<file path="config.mk">
export PLATFORM = sky130hd
export DESIGN_NAME = restoring_divider
export DESIGN_NICKNAME = d
export VERILOG_FILES = /design/src/rtl/restoring_divider.sv
export SDC_FILE = /design/constraint.sdc
export NUM_CORES = 1
export LEC_CHECK = 0
export CORE_MARGIN = 5
export CORE_UTILIZATION = 58
export CTS_CLUSTER_DIAMETER = 50
export DETAILED_ROUTE_END_ITERATION = 6
export PLACE_DENSITY_LB_ADDON = 0.1
export SLEW_MARGIN = 0
export SYNTH_ARGS = -nofsm -noshare
export SYNTH_HDL_FRONTEND = slang
export SYNTH_SLANG_ARGS = --single-unit
</file>
<file path="constraint.sdc">
create_clock -name clk -period 6 [get_ports clk]
set_clock_uncertainty 0.2 [all_clocks]
set_input_delay 1.2 -clock clk [delete_from_list [all_inputs] [get_ports clk]]
set_output_delay 1.2 -clock clk [all_outputs]
set_load 0.02 [all_outputs]
</file>
<file path="src/rtl/restoring_divider.sv">
// Sequential radix-2 restoring divider: 16-bit unsigned dividend / 8-bit unsigned divisor.
// One quotient bit is resolved per clock behind a start/done handshake.
// States:
//   state     | meaning
//   ST_IDLE   | waiting for start, results held
//   ST_CALC   | one restoring iteration per clock, 16 in total
//   ST_FINISH | done pulse cycle, results valid
module restoring_divider (
    input  logic        clk,
    input  logic        rst_n,
    input  logic        start,
    input  logic [15:0] dividend,
    input  logic [7:0]  divisor,
    output logic        busy,
    output logic        done,
    output logic [15:0] quotient,
    output logic [7:0]  remainder,
    output logic        div_by_zero
);

    typedef enum logic [1:0] {
        ST_IDLE   = 2'd0,
        ST_CALC   = 2'd1,
        ST_FINISH = 2'd2
    } state_t;

    state_t      state;
    logic [8:0]  r_reg;
    logic [15:0] q_reg;
    logic [3:0]  cnt;
    logic [7:0]  dvs_reg;

    logic [8:0]  r_shift;
    logic [15:0] q_shift;
    logic [9:0]  trial;
    logic        take;
    logic [8:0]  r_next;
    logic [15:0] q_next;

    // One restoring step: shift {R,Q}, trial-subtract the divisor, keep or restore.
    // R[8] set would mean the shifted value exceeds any 8-bit divisor, so it forces a take.
    always_comb begin
        r_shift = {r_reg[7:0], q_reg[15]};
        q_shift = {q_reg[14:0], 1'b0};
        trial   = {1'b0, r_shift} - {2'b00, dvs_reg};
        take    = ~trial[9] | r_reg[8];
        r_next  = take ? trial[8:0] : r_shift;
        q_next  = {q_shift[15:1], take};
    end

    // Control FSM, iteration registers and registered outputs.
    always_ff @(posedge clk or negedge rst_n) begin
        if (!rst_n) begin
            state       <= ST_IDLE;
            r_reg       <= 9'd0;
            q_reg       <= 16'd0;
            cnt         <= 4'd0;
            dvs_reg     <= 8'd0;
            busy        <= 1'b0;
            done        <= 1'b0;
            quotient    <= 16'd0;
            remainder   <= 8'd0;
            div_by_zero <= 1'b0;
        end else begin
            done <= 1'b0;
            case (state)
                ST_IDLE: begin
                    if (start) begin
                        dvs_reg <= divisor;
                        if (divisor == 8'd0) begin
                            quotient    <= 16'hFFFF;
                            remainder   <= 8'd0;
                            div_by_zero <= 1'b1;
                            done        <= 1'b1;
                            state       <= ST_FINISH;
                        end else begin
                            r_reg       <= 9'd0;
                            q_reg       <= dividend;
                            cnt         <= 4'd0;
                            div_by_zero <= 1'b0;
                            busy        <= 1'b1;
                            state       <= ST_CALC;
                        end
                    end
                end
                ST_CALC: begin
                    r_reg <= r_next;
                    q_reg <= q_next;
                    cnt   <= cnt + 4'd1;
                    if (cnt == 4'd15) begin
                        quotient  <= q_next;
                        remainder <= r_next[7:0];
                        busy      <= 1'b0;
                        done      <= 1'b1;
                        state     <= ST_FINISH;
                    end
                end
                ST_FINISH: begin
                    state <= ST_IDLE;
                end
                default: begin
                    state <= ST_IDLE;
                end
            endcase
        end
    end

endmodule

</file>
==> flow_summary.json, run 1 <==
{
  "status": "completed",
  "crit_path_start": "start",
  "synth.avg_cell_area_um2": 9.46,
  "cts.path.max_buffers": 2,
  "final_util_pct": 74.8,
  "ioPinCount": 54,
  "finalCritPeriodShare_pct": 56.5,
  "drcViolationCount": 0,
  "syn_to_final_growth_pct": 24.2,
  "syn_area_um2": 3340,
  "finalCriticalPeriod_ns": 3.39,
  "ys_async_sr_fraction_pct": 100,
  "overflow": 0,
  "rows": 27,
  "dr_total_vias": 2785,
  "slew_viol_final": 0,
  "place_ws_ns": 2.27,
  "final_cells": 479,
  "leakagePower_uw": 0.00176,
  "cts_resized": 0,
  "synth-edff-count": 0,
  "ys.flop_type": "dfrtp_1",
  "start_util_pct": 60.3,
  "vias_per_cell": 5.81,
  "first_iter_violations": 311,
  "critPathArrivalTime_ns": 3.44,
  "p_per_area_nw_per_um2": 633,
  "die_x_um": 85.9,
  "die-area_um2": 7380,
  "fmax_ghz": 0.295,
  "place_inst": 463,
  "min_from": "remainder[7]$_DFFE_PN0P_",
  "yosysWarnings": 0,
  "place.gp.congestion": 0.891,
  "die_h_um": 85.9,
  "seq_area_frac_synth_pct": 49.5,
  "dr.pass1.iters": 4,
  "cts_tree": "yes",
  "grt_usage_pct": 22.8,
  "post_cts_buffers": 0,
  "start_kind": "primary input",
  "antenna_found_initial": 0,
  "setup_violations": 0,
  "clockRootBuffer": "clkbuf_8",
  "grt_max_degree": 67,
  "core_um2": 5540,
  "clk_latency_ns": 0.34,
  "dp_hpwl_um": 5290,
  "maxCapViolCount": 0,
  "drive_gt1_share_pct": 8.35,
  "fin_setup_tns_ns": 0,
  "wirelength_um": 7740,
  "cp.required_ns": 6.06,
  "timing.hold.ws_ns": 0.303,
  "path_clk_slew_ns": 0.08,
  "maxSlewHeadroom_pct": 31.3,
  "synth_cell_types": 49,
  "wire_per_inst_um": 16.2,
  "grt_pass1_wl_um": 13500,
  "crit_path_end_kind": "flip-flop",
  "synth-seq-cells": 66,
  "n_antenna_cell": 0,
  "ir_drop_mv": 0.375,
  "port_buffers": 53,
  "grt_pass1_vias": 2894,
  "final_hold_viol_count": 0,
  "ant_nets": 0,
  "crit_type": "primary input to flip-flop",
  "netlist_instances": 353,
  "worstReg2RegStart": "dvs_reg[1]$_DFFE_PN0P_",
  "holdBufCountCts": 0,
  "nets": 439,
  "cts_htree_levels": 3,
  "rsz0062_at_grt": "no",
  "finalWorstSetupSlack_ns": 2.61,
  "tightest_slew_ns": 1.03,
  "cts_sinks": 66,
  "cp_max_fo": 31,
  "cts-buffers-inserted": 9,
  "synth_nets": 390,
  "hold_path.class": "flip-flop to flip-flop"
}
==> layout make-up <==
cell class | count | area, µm²
Sequential cell | 66 | 1650
Clock buffer | 9 | 124
Tap cell | 72 | 90.1
Multi-Input combinational cell | 255 | 1560
Clock inverter | 7 | 118
Fill cell | 438 | 1390
Timing Repair Buffer | 57 | 556
Inverter | 13 | 48.8
==> final timing paths <==
kind | to | slack, ns | cells past startpoint
max | remainder[2]$_DFFE_PN0P_ | 2.61 | 6
min | remainder[7]$_DFFE_PN0P_ | 0.30 | 1
max reg2reg | r_reg[8]$_DFFE_PN0P_ | 3.20 | 7
min reg2reg | remainder[7]$_DFFE_PN0P_ | 0.30 | 1
max in group asynchronous | dvs_reg[0]$_DFFE_PN0P_ | 4.22 | 2
min in group asynchronous | dvs_reg[6]$_DFFE_PN0P_ | 0.82 | 2
==> worst max-delay path, cell delays in order <==
cell and delay, ns:
clkdlybuf4s50_1 0.48, nor3b_4 0.55, nand3_2 0.21, and2_4 0.33, or4_1 0.56, o211ai_1 0.11
==> synth_stat cells (2+ instances only) <==
cell type | n | area [µm²]
or4_1 | 3 | 22.5
nor3_1 | 25 | 125
a21o_1 | 4 | 30.0
nor2_1 | 40 | 150
a32o_1 | 2 | 20.0
nand2_1 | 47 | 176
a32oi_1 | 3 | 26.3
a21oi_1 | 9 | 45.0
o31ai_1 | 2 | 15.0
nand2b_1 | 5 | 31.3
o21ai_0 | 30 | 150
nor2b_1 | 4 | 25.0
nor4_2 | 2 | 25.0
buf_2 | 6 | 30.0
o2111ai_1 | 4 | 35.0
ha_1 | 9 | 113
nand3_1 | 5 | 25.0
mux2i_1 | 17 | 170
inv_1 | 12 | 45.0
xor2_1 | 2 | 17.5
and2_1 | 5 | 31.3
or2_2 | 2 | 12.5
dfrtp_1 | 66 | 1650
nor4_1 | 2 | 12.5
clkbuf_1 | 12 | 45.0
o211ai_1 | 6 | 45.0
a22o_1 | 2 | 17.5
a221o_1 | 5 | 50.1
o41ai_1 | 2 | 17.5
==> placed cells by master (no fill, tap or decap), types with 4 or more instances in the layout <==
master / Yosys / final
ha_1: 9 / 9
a21oi_1: 9 / 9
inv_1: 12 / 12
o211ai_1: 6 / 6
buf_4: 1 / 4
nor2_1: 40 / 40
nor2b_1: 4 / 4
nand3_1: 5 / 5
mux2i_1: 17 / 17
nand2_1: 47 / 47
o21ai_0: 30 / 30
a21o_1: 4 / 4
a221o_1: 5 / 5
clkdlybuf4s50_1: 0 / 52
nand2b_1: 5 / 4
nor3_1: 25 / 25
clkbuf_8: 0 / 9
dfrtp_1: 66 / 66
o2111ai_1: 4 / 4
and2_1: 5 / 5
==> power by group <==
part | switching [µW] | leakage, µW | internal (µW)
sequential | 151 | 0.000792 | 664
combinational | 757 | 0.000845 | 597
clock | 181 | 0.000123 | 276
==> routing by layer <==
metal	vias to the layer above	part of all wire, %	wire length [µm]	global-route usage [%]
met5	-	0	0	0
met4	0	1.7	131	9.50
met3	12	5.3	409	5.00
met2	93	48	3720	36.7
met1	1335	45	3470	29.9
li1	1345	-	-	-
==> cells by family after synthesis <==
family          share of synthesized area, %
mux                                     5.43
xor+xnor                               0.787
fa+ha+maj                               3.97
compound gates                          14.9
flops                                   49.5
buf+inv                                 3.93
simple gates                            21.5
==> through the flow <==
step,instance area [µm²],total power [µW]
finish,4150,2630
global route,4150,2850
CTS,4150,2630
detailed placement,3910,2170
global placement,3910,2130
floorplan,3340,1750
Power figures use the tool's default switching activity.
==> inputs of run 2 (changes only) <==
CORE_UTILIZATION = 53   (was 58)
clock period = 3.5 ns   (was 6 ns; I/O delays follow)
==> run 2 against run 1 <==
  * Flip-flop and latch count unchanged
  * Critical path depth unchanged
  * Register-to-register slack worse by 2.1 ns
  * Combinational power up 73%
  * Cell count up 1.5%
  * Sequential power up 72%
  * Setup slack worse by 1.8 ns
  * Power up 66%
==> flow_summary.json, run 2 (synthesis gave the netlist of run 1 again) <==
{
  "status": "completed",
  "final_hold_viol_count": 0,
  "fmax_ghz": 0.373,
  "final_util_pct": 66.3,
  "die_h_um": 89.4,
  "stdcell_area_um2": 4140,
  "overflow": 0,
  "place.gp.congestion": 0.809,
  "rows": 29,
  "nets": 441,
  "cts_tree": "yes",
  "die-area_um2": 7990,
  "holdBufCountCts": 0,
  "wirelength_um": 7550,
  "grtUsageMet1_pct": 27.9,
  "cts.path.max_buffers": 2,
  "start_kind": "primary input",
  "n_antenna_cell": 0,
  "start_util_pct": 53.5,
  "cts_resized": 0,
  "place_ws_ns": 0.454,
  "cts_sinks": 66,
  "crit_chain": "clkdlybuf4s50_1 > nor4_2 > nand3_2 > and2_4 > or4_1 > o211ai_1",
  "slew_viol_final": 0,
  "ir_drop_mv": 0.481,
  "worst-path-stages": 6,
  "cp_max_fo": 31,
  "path_clk_slew_ns": 0.07,
  "clk_latency_ns": 0.34,
  "port_buffers": 53,
  "dr_total_vias": 2747,
  "grt_usage_pct": 20.7,
  "cts_htree_levels": 3,
  "finalCritPeriodShare_pct": 76.6,
  "core_um2": 6240,
  "slowest_delay_ns": 0.54,
  "grt_pass1_vias": 2598,
  "dr.pass1.iters": 4,
  "tightest_slew_ns": 0.813,
  "first_iter_violations": 115,
  "grt_max_degree": 67,
  "rsz0062_at_grt": "no",
  "ioPinCount": 54,
  "finalWorstSetupSlack_ns": 0.820,
  "final_cells": 486,
  "hold_depth": 2,
  "fin_setup_tns_ns": 0,
  "final_cell_mix": "66 x dfrtp_1, 52 x clkdlybuf4s50_1, 47 x nand2_1, 40 x nor2_1, 30 x o21ai_0",
  "n_fill_cell": 548,
  "dp_hpwl_um": 5350,
  "critPathArrivalTime_ns": 2.73,
  "placed_cell_area_um2": 3940,
  "finalCriticalPeriod_ns": 2.68,
  "post_cts_buffers": 0,
  "cp_slowest_cell": "or4_1",
  "path_buf_inv": 1,
  "busiest_layer": "met2",
  "place_inst": 470,
  "leakagePower_uw": 0.00175,
  "p_per_area_nw_per_um2": 1060,
  "crit_path_end_kind": "flip-flop",
  "drcViolationCount": 0,
  "die_x_um": 89.4,
  "setup_violations": 0,
  "grt_use_met3_pct": 4.24,
  "cts-buffers-inserted": 9,
  "syn_to_final_growth_pct": 23.8,
  "drive_gt1_share_pct": 8.31,
  "clockRootBuffer": "clkbuf_8",
  "antenna_found_initial": 0,
  "critPathTopFamily": "simple AND/OR/NAND/NOR gates",
  "cp.required_ns": 3.55,
  "maxCapViolCount": 0,
  "wire_per_inst_um": 15.5,
  "vias_per_cell": 5.65,
  "crit_type": "primary input to flip-flop",
  "met2_usage_pct": 32.4,
  "reg2reg_depth": 7,
  "grt_pass1_wl_um": 12500,
  "ant_nets": 0,
  "hold_path.class": "flip-flop to flip-flop",
  "maxSlewHeadroom_pct": 45.8,
  "mostFrequentLayoutCell": "dfrtp_1"
}
-- run 2: per-layer routing --
layer  up-vias  wire length (µm)
met1      1317              3440
li1       1354                 -
met2        67              3520
met5         -                 0
met3         9               461
met4         0               125
-- run 2: area by class of cell --
| cell class | count | area [µm²] | area share [%] |
|---|---|---|---|
| clock inverter | 4 | 51.3 | 1.24 |
| sequential | 66 | 1650 | 39.9 |
| inverter | 13 | 48.8 | 1.18 |
| clock buffer | 12 | 145 | 3.51 |
| timing repair buffer | 59 | 583 | 14.1 |
| tap | 77 | 96.3 | 2.33 |
| multi-input combinational | 255 | 1560 | 37.7 |
-- run 2: path summary, 6_finish.rpt --
path / startpoint / to / slack [ns]
worst max-delay path: divisor[5] / remainder[2]$_DFFE_PN0P_ / 0.82
worst min-delay path: div_by_zero$_DFFE_PN0P_ / div_by_zero$_DFFE_PN0P_ / 0.29
worst max register to register: r_reg[2]$_DFFE_PN0P_ / remainder[2]$_DFFE_PN0P_ / 1.10
worst min register to register: div_by_zero$_DFFE_PN0P_ / div_by_zero$_DFFE_PN0P_ / 0.29
max in group asynchronous: rst_n / dvs_reg[2]$_DFFE_PN0P_ / 2.23
min in group asynchronous: rst_n / dvs_reg[5]$_DFFE_PN0P_ / 0.32
-- run 2: worst reg2reg max path, cell delays in order, from the launching register on --
cell	delay, ns
dfrtp_1	0.41
ha_1	0.38
a21o_1	0.20
a21oi_1	0.21
a21oi_1	0.13
buf_4	0.20
or4_1	0.47
o211ai_1	0.11
-- run 2: where the power goes --
| group | internal (µW) | switching (µW) | total (µW) |
|---|---|---|---|
| Clock | 349 | 283 | 632 |
| Sequential | 1140 | 261 | 1400 |
| Combinational | 1040 | 1290 | 2340 |
| Total | 2530 | 1840 | 4370 |
-- run 2: stage by stage --
step	hold WS [ns]	power, µW
2_1_floorplan	0.204	3000
3_3_place_gp	0.276	3700
3_5_place_dp	0.285	3760
4_1_cts	0.307	4410
5_1_grt	0.329	4730
6_report	0.295	4370
==> inputs of run 3 (changes only) <==
CORE_UTILIZATION = 48   (was 53)
clock period = 2.3 ns   (was 3.5 ns; I/O delays follow)
==> run 3 against run 2 <==
  * Via count grew 4.3%
  * Worst hold slack worse by 0.017 ns
  * Core utilization up 0.76 points
  * Sequential power rose by 51%
  * Power rose by 66%
  * Largest cell class unchanged
==> flow_summary.json, run 3 (synthesis gave the netlist of run 1 again) <==
{
  "status": "completed",
  "nets": 475,
  "wirelength_um": 8090,
  "first_iter_violations": 143,
  "dr_total_vias": 2864,
  "clockRootBuffer": "clkbuf_8",
  "vias_per_cell": 5.31,
  "start_util_pct": 49.2,
  "fmax_ghz": 0.450,
  "drcViolationCount": 0,
  "core_um2": 6790,
  "start_kind": "flip-flop",
  "maxSlewHeadroom_pct": 75.9,
  "cts_sinks": 66,
  "finalCritPeriodShare_pct": 96.7,
  "maxCapViolCount": 0,
  "tightest_slew_ns": 0.361,
  "die-area_um2": 8730,
  "ir_drop_mv": 0.710,
  "place.gp.congestion": 0.846,
  "placed_cell_area_um2": 4250,
  "grt_pass1_vias": 2690,
  "grt_usage_pct": 19.3,
  "cts-buffers-inserted": 9,
  "stdcell_area_um2": 4550,
  "multi_input_area_um2": 1630,
  "cts_tree": "yes",
  "dp_hpwl_um": 5820,
  "cts_htree_levels": 3,
  "crit_path_end_kind": "flip-flop",
  "antenna_found_initial": 0,
  "timing.hold.ws_ns": 0.278,
  "place_ws_ns": -0.286,
  "overflow": 0,
  "n_fill_cell": 575,
  "syn_to_final_growth_pct": 36.3,
  "finalWorstSetupSlack_ns": 0.0770,
  "cts.path.max_buffers": 2,
  "dr.pass1.iters": 4,
  "port_buffers": 53,
  "final_util_pct": 67.0,
  "rows": 30,
  "path_clk_slew_ns": 0.08,
  "hold_depth": 2,
  "cp.required_ns": 2.36,
  "cp_max_fo": 10,
  "finalCriticalPeriod_ns": 2.22,
  "grt_max_degree": 67,
  "critPathArrivalTime_ns": 2.28,
  "final_hold_viol_count": 0,
  "clk_latency_ns": 0.35,
  "mostFrequentLayoutCell": "dfrtp_1",
  "n_antenna_cell": 0,
  "slew_viol_final": 0,
  "p_per_area_nw_per_um2": 1590,
  "regArea_um2": 1650,
  "hold_path.class": "flip-flop to flip-flop",
  "reg2reg_depth": 6,
  "wire_per_inst_um": 15.0,
  "die_x_um": 93.4,
  "ant_nets": 0,
  "drive_gt1_share_pct": 18.1,
  "crit_type": "flip-flop to flip-flop",
  "ioPinCount": 54,
  "leakagePower_uw": 0.00194,
  "reg2reg_slack_ns": 0.08,
  "die_h_um": 93.4,
  "power.total_uw": 7230,
  "grt_pass1_wl_um": 13100,
  "final_cell_mix": "66 x dfrtp_1, 52 x clkdlybuf4s50_1, 46 x nand2_1, 40 x nor2_1, 33 x buf_4",
  "setup_violations": 0
}
## run 3: changes by cell type in the layout (fill, tap and decap cells not counted), sizes merged
cell         previous run  this run
buf                     7        40
clkinv                  2         0
clkinvlp                1         3
clkbuf                 12        11
dlygate4sd3             0         1
inv                    13        14
## run 3: layer usage
| metal | vias up | part of all wire [%] | global-route usage [%] |
|---|---|---|---|
| li1 | 1417 | - | - |
| met2 | 71 | 46 | 29.0 |
| met5 | - | 0 | 0 |
| met3 | 11 | 4.9 | 4.42 |
| met4 | 0 | 1.5 | 7.08 |
| met1 | 1365 | 48 | 27.2 |
## run 3: path summary, 6_finish.rpt
check,from,end
max,r_reg[5]$_DFFE_PN0P_,remainder[2]$_DFFE_PN0P_
min,div_by_zero$_DFFE_PN0P_,div_by_zero$_DFFE_PN0P_
max reg2reg,r_reg[5]$_DFFE_PN0P_,remainder[2]$_DFFE_PN0P_
min reg2reg,div_by_zero$_DFFE_PN0P_,div_by_zero$_DFFE_PN0P_
max in group asynchronous,rst_n,q_reg[14]$_DFFE_PN0P_
min in group asynchronous,rst_n,dvs_reg[7]$_DFFE_PN0P_
## run 3: critical path: stages (launching register included)
cell and delay, ns:
dfrtp_1 0.43, ha_1 0.34, a21o_1 0.20, nand2_1 0.09
nand2_1 0.20, or4_1 0.56, o211ai_1 0.12
## run 3: layout make-up
cell class | instances | share of cell area (%)
flip-flops and latches | 66 | 36.3
clock buffers | 11 | 3.33
well taps | 96 | 2.64
repair buffers | 93 | 19.6
inverters | 13 | 1.07
multi-input cells | 255 | 35.7
clock inverters | 5 | 1.35
## run 3: timing repair
action | CTS | global route
gates resized for setup | 0 | 14
pin swaps | 0 | 2
endpoints found under the setup margin | 1 | 27
hold endpoints to repair | 66 | 0
hold buffers | 1 | 0
setup buffers | 0 | 1
## run 3: stage by stage
step	std cells	TNS (ns)
2_1_floorplan	353	0
3_3_place_gp	521	-8.28
3_5_place_dp	521	-10.04
4_1_cts	538	-0.00703
5_1_grt	539	-0.0620
6_report	539	0
## run 3: power by group
part | leakage [µW] | internal (µW) | switching, µW
registers | 0.000792 | 1730 | 384
logic | 0.00105 | 1930 | 2150
clock network | 0.0000982 | 563 | 474
total | 0.00194 | 4220 | 3010
